## src/rtl/padctl_pkg.sv

```systemverilog
// Shared types and constants for the padctl strap controller and pad mux.
// Safe levels below are what the pad mux drives while pad_quiesce_o is high.
package padctl_pkg;

    typedef enum logic [1:0] {
        ST_SETTLE   = 2'd0,
        ST_DEBOUNCE = 2'd1,
        ST_GUARD    = 2'd2,
        ST_LOCKED   = 2'd3
    } strap_state_e;

    typedef enum logic {
        MODE_SPI  = 1'b0,
        MODE_JTAG = 1'b1
    } pad_mode_e;

    localparam logic SAFE_CSB     = 1'b1;
    localparam logic SAFE_TRST_N  = 1'b0;
    localparam logic SAFE_SRST_N  = 1'b0;
    localparam logic SAFE_DPS2_OE = 1'b0;

    function automatic int maxOf3(input int a, input int b, input int c);
        int m;
        m = (a > b) ? a : b;
        return (m > c) ? m : c;
    endfunction

endpackage

```

## src/rtl/padctl_sync2.sv

```systemverilog
// Two-flop synchroniser for one asynchronous strap pad, reset to 0.
module padctl_sync2 (
    input  logic i_clk,
    input  logic i_rst,
    input  logic i_d,
    output logic o_q
);

    logic r_meta;
    logic r_sync;

    always_ff @(posedge i_clk or posedge i_rst) begin
        if (i_rst) begin
            r_meta <= 1'b0;
            r_sync <= 1'b0;
        end else begin
            r_meta <= i_d;
            r_sync <= r_meta;
        end
    end

    assign o_q = r_sync;

endmodule

```

## src/rtl/padctl_strap_ctrl.sv

```systemverilog
// Boot strap sampler: settle, debounce, guard, then release the pad mux.
// Define PADCTL_STRAP_RESAMPLE_EN to allow software-requested re-sampling.
module padctl_strap_ctrl
    import padctl_pkg::*;
#(
    parameter int SETTLE_CYCLES   = 4,
    parameter int DEBOUNCE_CYCLES = 16,
    parameter int GUARD_CYCLES    = 8
) (
    input  logic clk_i,
    input  logic rst_i,
    input  logic strap_jtag_spi_n_i,
    input  logic strap_boot_i,
    input  logic resample_req_i,
    output logic resample_ack_o,
    output logic jtag_spi_n_o,
    output logic boot_strap_o,
    output logic pad_quiesce_o,
    output logic strap_valid_o
);

    localparam int CNT_MAX = maxOf3(SETTLE_CYCLES, DEBOUNCE_CYCLES, GUARD_CYCLES);
    localparam int CNT_W   = $clog2(CNT_MAX + 1);

    localparam logic [CNT_W-1:0] CNT_SAT     = CNT_W'(CNT_MAX);
    localparam logic [CNT_W-1:0] SETTLE_LAST = CNT_W'(SETTLE_CYCLES - 1);
    localparam logic [CNT_W-1:0] DEB_LAST    = CNT_W'(DEBOUNCE_CYCLES - 1);
    localparam logic [CNT_W-1:0] GUARD_LAST  = CNT_W'(GUARD_CYCLES - 1);

    logic             w_jtagSync;
    logic             w_bootSync;
    logic [1:0]       w_pair;
    logic [CNT_W-1:0] w_cntInc;
    logic             w_reqAccept;

    strap_state_e     r_state;
    strap_state_e     w_nextState;
    logic [CNT_W-1:0] r_cnt;
    logic [1:0]       r_capture;
    pad_mode_e        r_mode;
    logic             r_boot;

    padctl_sync2 u_syncJtag (
        .i_clk (clk_i),
        .i_rst (rst_i),
        .i_d   (strap_jtag_spi_n_i),
        .o_q   (w_jtagSync)
    );

    padctl_sync2 u_syncBoot (
        .i_clk (clk_i),
        .i_rst (rst_i),
        .i_d   (strap_boot_i),
        .o_q   (w_bootSync)
    );

    assign w_pair   = {w_jtagSync, w_bootSync};
    assign w_cntInc = (r_cnt == CNT_SAT) ? r_cnt : r_cnt + 1'b1;

`ifdef PADCTL_STRAP_RESAMPLE_EN
    logic r_ack;
    logic r_pending;

    // The ack cycle itself ignores the request so a held request restarts one cycle later.
    assign w_reqAccept = resample_req_i && !r_ack;

    always_ff @(posedge clk_i or posedge rst_i) begin
        if (rst_i) begin
            r_ack     <= 1'b0;
            r_pending <= 1'b0;
        end else begin
            r_ack <= (r_state != ST_LOCKED) && (w_nextState == ST_LOCKED) && r_pending;
            if ((r_state == ST_LOCKED) && (w_nextState == ST_SETTLE)) begin
                r_pending <= 1'b1;
            end else if (w_nextState == ST_LOCKED) begin
                r_pending <= 1'b0;
            end
        end
    end

    assign resample_ack_o = r_ack;
`else
    logic w_unusedReq;
    assign w_unusedReq    = resample_req_i;
    assign w_reqAccept    = 1'b0;
    assign resample_ack_o = 1'b0;
`endif

    always_ff @(posedge clk_i or posedge rst_i) begin
        if (rst_i) begin
            r_state <= ST_SETTLE;
        end else begin
            r_state <= w_nextState;
        end
    end

    always_comb begin
        w_nextState = r_state;
        case (r_state)
            ST_SETTLE:   if (r_cnt == SETTLE_LAST) w_nextState = ST_DEBOUNCE;
            ST_DEBOUNCE: if ((w_pair == r_capture) && (r_cnt == DEB_LAST)) w_nextState = ST_GUARD;
            ST_GUARD:    if (r_cnt == GUARD_LAST) w_nextState = ST_LOCKED;
            ST_LOCKED:   if (w_reqAccept) w_nextState = ST_SETTLE;
            default:     w_nextState = ST_SETTLE;
        endcase
    end

    always_comb begin
        pad_quiesce_o = (r_state != ST_LOCKED);
        strap_valid_o = (r_state == ST_LOCKED);
    end

    // Shared counter restarts on every state change; commit happens only on DEBOUNCE->GUARD.
    always_ff @(posedge clk_i or posedge rst_i) begin
        if (rst_i) begin
            r_cnt     <= '0;
            r_capture <= 2'b00;
            r_mode    <= MODE_SPI;
            r_boot    <= 1'b0;
        end else begin
            case (r_state)
                ST_SETTLE: begin
                    if (w_nextState == ST_DEBOUNCE) begin
                        r_capture <= w_pair;
                        r_cnt     <= '0;
                    end else begin
                        r_cnt <= w_cntInc;
                    end
                end
                ST_DEBOUNCE: begin
                    if (w_pair != r_capture) begin
                        r_capture <= w_pair;
                        r_cnt     <= '0;
                    end else if (w_nextState == ST_GUARD) begin
                        r_mode <= pad_mode_e'(r_capture[1]);
                        r_boot <= r_capture[0];
                        r_cnt  <= '0;
                    end else begin
                        r_cnt <= w_cntInc;
                    end
                end
                ST_GUARD: begin
                    r_cnt <= (w_nextState == ST_LOCKED) ? '0 : w_cntInc;
                end
                default: begin
                    r_cnt <= '0;
                end
            endcase
        end
    end

    assign jtag_spi_n_o = r_mode;
    assign boot_strap_o = r_boot;

endmodule
```

## config.mk

```make
export PLATFORM = sky130hd
export DESIGN_NAME = padctl_strap_ctrl
export DESIGN_NICKNAME = d
export VERILOG_FILES = /design/src/rtl/padctl_pkg.sv /design/src/rtl/padctl_sync2.sv /design/src/rtl/padctl_strap_ctrl.sv
export SDC_FILE = /design/constraint.sdc
export NUM_CORES = 1
export LEC_CHECK = 0
export CORE_MARGIN = 1
export CORE_UTILIZATION = 46
export CTS_CLUSTER_DIAMETER = 60
export DETAILED_ROUTE_END_ITERATION = 12
export GPL_ROUTABILITY_DRIVEN = 0
export GPL_TIMING_DRIVEN = 1
export PLACE_DENSITY_LB_ADDON = 0.3
export SYNTH_ARGS = -nofsm -noshare
export SYNTH_HDL_FRONTEND = slang
export SYNTH_HIERARCHICAL = 1
export SYNTH_SLANG_ARGS = --single-unit
```

## constraint.sdc

```tcl
create_clock -name clk_i -period 1.76 [get_ports clk_i]
set_clock_uncertainty 0.1 [all_clocks]
set_input_delay 0.264 -clock clk_i [delete_from_list [all_inputs] [get_ports clk_i]]
set_output_delay 0.264 -clock clk_i [all_outputs]
set_load 0.01 [all_outputs]
```

==> run_results.csv <==
group,metric,value,unit
drt,ant_nets,0,
status,status,"complete, but fails checks",
timing,fmax,0.5632,GHz
yosys,yosys_register_bits,15,
finish,nets,87,
drt,first_pass_iters,4,
yosys,yosys-mux-area-fraction,6.349,%
power_and_ir_drop,p_switching,0.1459,mW
power_and_ir_drop,total_power,0.6217,mW
place,post-dp-hpwl,941.3,µm
global_routing,grt.total_usage,21.45,%
clock_tree,clk_latency,280,ps
clock_tree,cts-hold-fix-buffers,0,
die,die_w,41.27,µm
die,start_util,51.92,%
power_and_ir_drop,power_leakage,0.4514,nW
critical_path,critPathCaptureType,"register",
clock_tree,clk_pin_slew_worst_paths,80,ps
power_and_ir_drop,p_seq_share,58.5,%
drt,wl_per_cell,14.82,µm
global_routing,overflow,0,
critical_path,path_cells,"ha_2 -> and3_4 -> ha_4 -> or4_4 -> a211oi_2",
power_and_ir_drop,p_int,0.4759,mW
timing,final_hold_viol_count,0,
die,design.die.area,1703,µm²
global_routing,grt_max_degree,12,
yosys,ys_top_cells_by_area,"dfrtp_1, ha_1, mux2_1",
drt,drt_wl_total,1.378,mm
timing,finalCritPeriodShare,100.9,%
clock_tree,cts_sinks,15,
timing,rsz0062_at_grt,"true",
clock_tree,ctsHtreeMaxLevel,1,
drt,drt_iter0_drc,12,
yosys,synth_area,709.4,µm²
power_and_ir_drop,p_clk_share,30.8,%
finish,seq_area,375.4,µm²
power_and_ir_drop,p_per_area,651.3,nW/µm²
yosys,ys_seq_area_share,52.91,%
status,failed_checks,"setup timing",
critical_path,timing.critical_path.arrival,1870,ps
die,die_height,41.27,µm
finish,drive_above_1_share,38.46,%
critical_path,slowest_stage,"or4_4",
clock_tree,cts_tree,"done",
finish,n_fill_cell,106,
finish,final_area,954.7,µm²
finish,multiInputGateArea,361.6,µm²
run,max_cap_viol_count,0,
yosys,ys.warnings.count,6,
timing,setup_ws,-15.45,ps
global_routing,antenna_found_initial,0,
critical_path,critPathBufInv,0,
yosys,synth_cells,58,
yosys,synth_fa_ha_area_share,5.291,%
clock_tree,cts-root-buf,"clkbuf_4",
die,io_pins,10,
critical_path,critPathTopFamily,"simple AND/OR/NAND/NOR gates",
clock_tree,cts_inserted_buffers,3,
critical_path,critPathLaunchType,"register",
yosys,syn_nets,66,
die,coreArea,1366,µm²
drt,vias,505,
yosys,synth_top_family_by_area,"simple AND/OR/NAND/NOR gates",
place,postPlaceCellArea,853.3,µm²
critical_path,crit_type,"register to register",
critical_path,cpPeakStageDelay,480,ps
power_and_ir_drop,p_sw_share,23.46,%
drt,routed_via_density,5.430,
finish,syn_to_final_growth,34.57,%
min_path,hp-class,"primary input to asynchronous set/reset pin",
power_and_ir_drop,combPwrFrac,10.7,%
drt,drc,0,
yosys,postSynthAreaPerCell,12.23,µm²
power_and_ir_drop,irDropWorstVdd,482.4,µV
finish,antenna_cells,0,
yosys,synth_compound_area_share,8.995,%
yosys,synth-simple-area-share,12.70,%
yosys,synth_top_cell_area_share,52.91,%
die,rows,13,
critical_path,worstPathMaxFanout,5,
place,port_buffers,7,
yosys,synth_xor_area_share,8.466,%
global_routing,grt_pass1_vias,504,
clock_tree,cts_buffer_depth,2,
timing,maxSlewViolCount,0,
global_routing,grt_pass1_wl,2.159,mm
critical_path,worstPathRequired,1860,ps
timing,period_minus_slack,1775,ps
yosys,synth_area_leader_cell,"dfrtp_1",
timing,setup_viol,1,
yosys,yosysUniqueCellTypes,27,
## kinds of logic (layout without fill, tap and decap cells)
family                     count (synthesis)  count (layout)
buffers and inverters                      8              28
AOI/OAI and AO/OA                          9               9
muxes                                      4               4
and+or+nand+nor                           12              12
DFF                                       15              15
adders and majority gates                  3               3
xor gates and xnor gates                   6               6
other                                      1               1
## state kept, by name, summed over array words and instances, names as in the netlist
name               cells
u_syncJtag/r_meta      1
r_cnt                  5
u_syncBoot/o_q         1
r_capture              2
boot_strap_o           1
r_state                2
u_syncBoot/r_meta      1
jtag_spi_n_o           1
u_syncJtag/o_q         1
## cells in the mapped netlist, drive strengths merged
cell type / count
a211oi: 1
a21boi: 1
a21o: 1
a21oi: 4
a31o: 1
and3: 1
and4bb: 1
buf: 1
conb: 1
dfrtp: 15
ha: 3
inv: 7
mux2: 4
nand2: 1
nand2b: 1
nand3: 1
nor2: 2
nor2b: 1
nor3b: 1
nor4b: 2
o21bai: 1
or4: 1
xnor2: 3
xor2: 3
## power groups by stage
stage                     Clock, mW  Combinational, mW  Sequential, mW
after global routing          0.215             0.0724           0.366
final                         0.192             0.0663           0.364
after detailed placement          0             0.0559           0.370
after floorplan                   0             0.0352           0.369
after global placement            0             0.0544           0.369
after CTS                     0.198             0.0625           0.363
## routing by layer
layer,track usage [%],up-vias,wire [µm]
li1,-,235,-
met1,23.21,261,598
met2,36.72,7,734
met3,6.522,2,33
met4,12.10,0,11
met5,0,-,0
## path summary, 6_finish.rpt
path | startpoint | end | slack (ps) | cells past startpoint
setup / recovery | r_cnt[0]$_DFF_PP0_ | r_cnt[2]$_DFF_PP0_ | -20 | 5
hold / removal | rst_i | u_syncBoot/o_q$_DFF_PP0_ | 90 | 2
setup reg to reg | r_cnt[0]$_DFF_PP0_ | r_cnt[2]$_DFF_PP0_ | -20 | 5
hold reg to reg | u_syncJtag/r_meta$_DFF_PP0_ | u_syncJtag/o_q$_DFF_PP0_ | 260 | 0
max in group asynchronous | rst_i | r_cnt[0]$_DFF_PP0_ | 1030 | 2
min in group clk_i | u_syncJtag/r_meta$_DFF_PP0_ | u_syncJtag/o_q$_DFF_PP0_ | 260 | 0
## per-stage QoR
stage	hold WS (ps)	cells	setup TNS (ps)	worst slack (ps)	utilization [%]
after floorplan	-94.82	58	0	26.77	-
after global placement	237.4	87	-72.51	-38.37	62.45
after detailed placement	249.7	87	-141.0	-52.54	62.45
after CTS	81.61	93	0	2.191	67.58
after global routing	81.02	93	-296.0	-93.13	69.87
final	86.42	93	-15.45	-15.45	69.87
## layout make-up
type	count	share of cell area, %
Clock buffer	4	2.752
Inverter	7	2.752
Multi-Input combinational cell	35	37.88
Sequential cell	15	39.32
Tap cell	15	1.966
Timing Repair Buffer	17	15.33
## layout by cell type (no fill, tap or decap), types with 2 or more instances in the layout
master,instances
dfrtp_1,15
buf_4,10
inv_1,7
clkdlybuf4s50_1,5
xnor2_1,3
a21oi_2,3
mux2_4,3
clkbuf_4,3
xor2_1,2
nor2_1,2
## what timing repair did
action / CTS / global route
setup endpoints to repair: 8 / 10
gates cloned: 0 / 0
pin swaps: 0 / 6
setup buffers: 2 / 0
gates resized for setup: 6 / 8
Power figures use the tool's default switching activity.
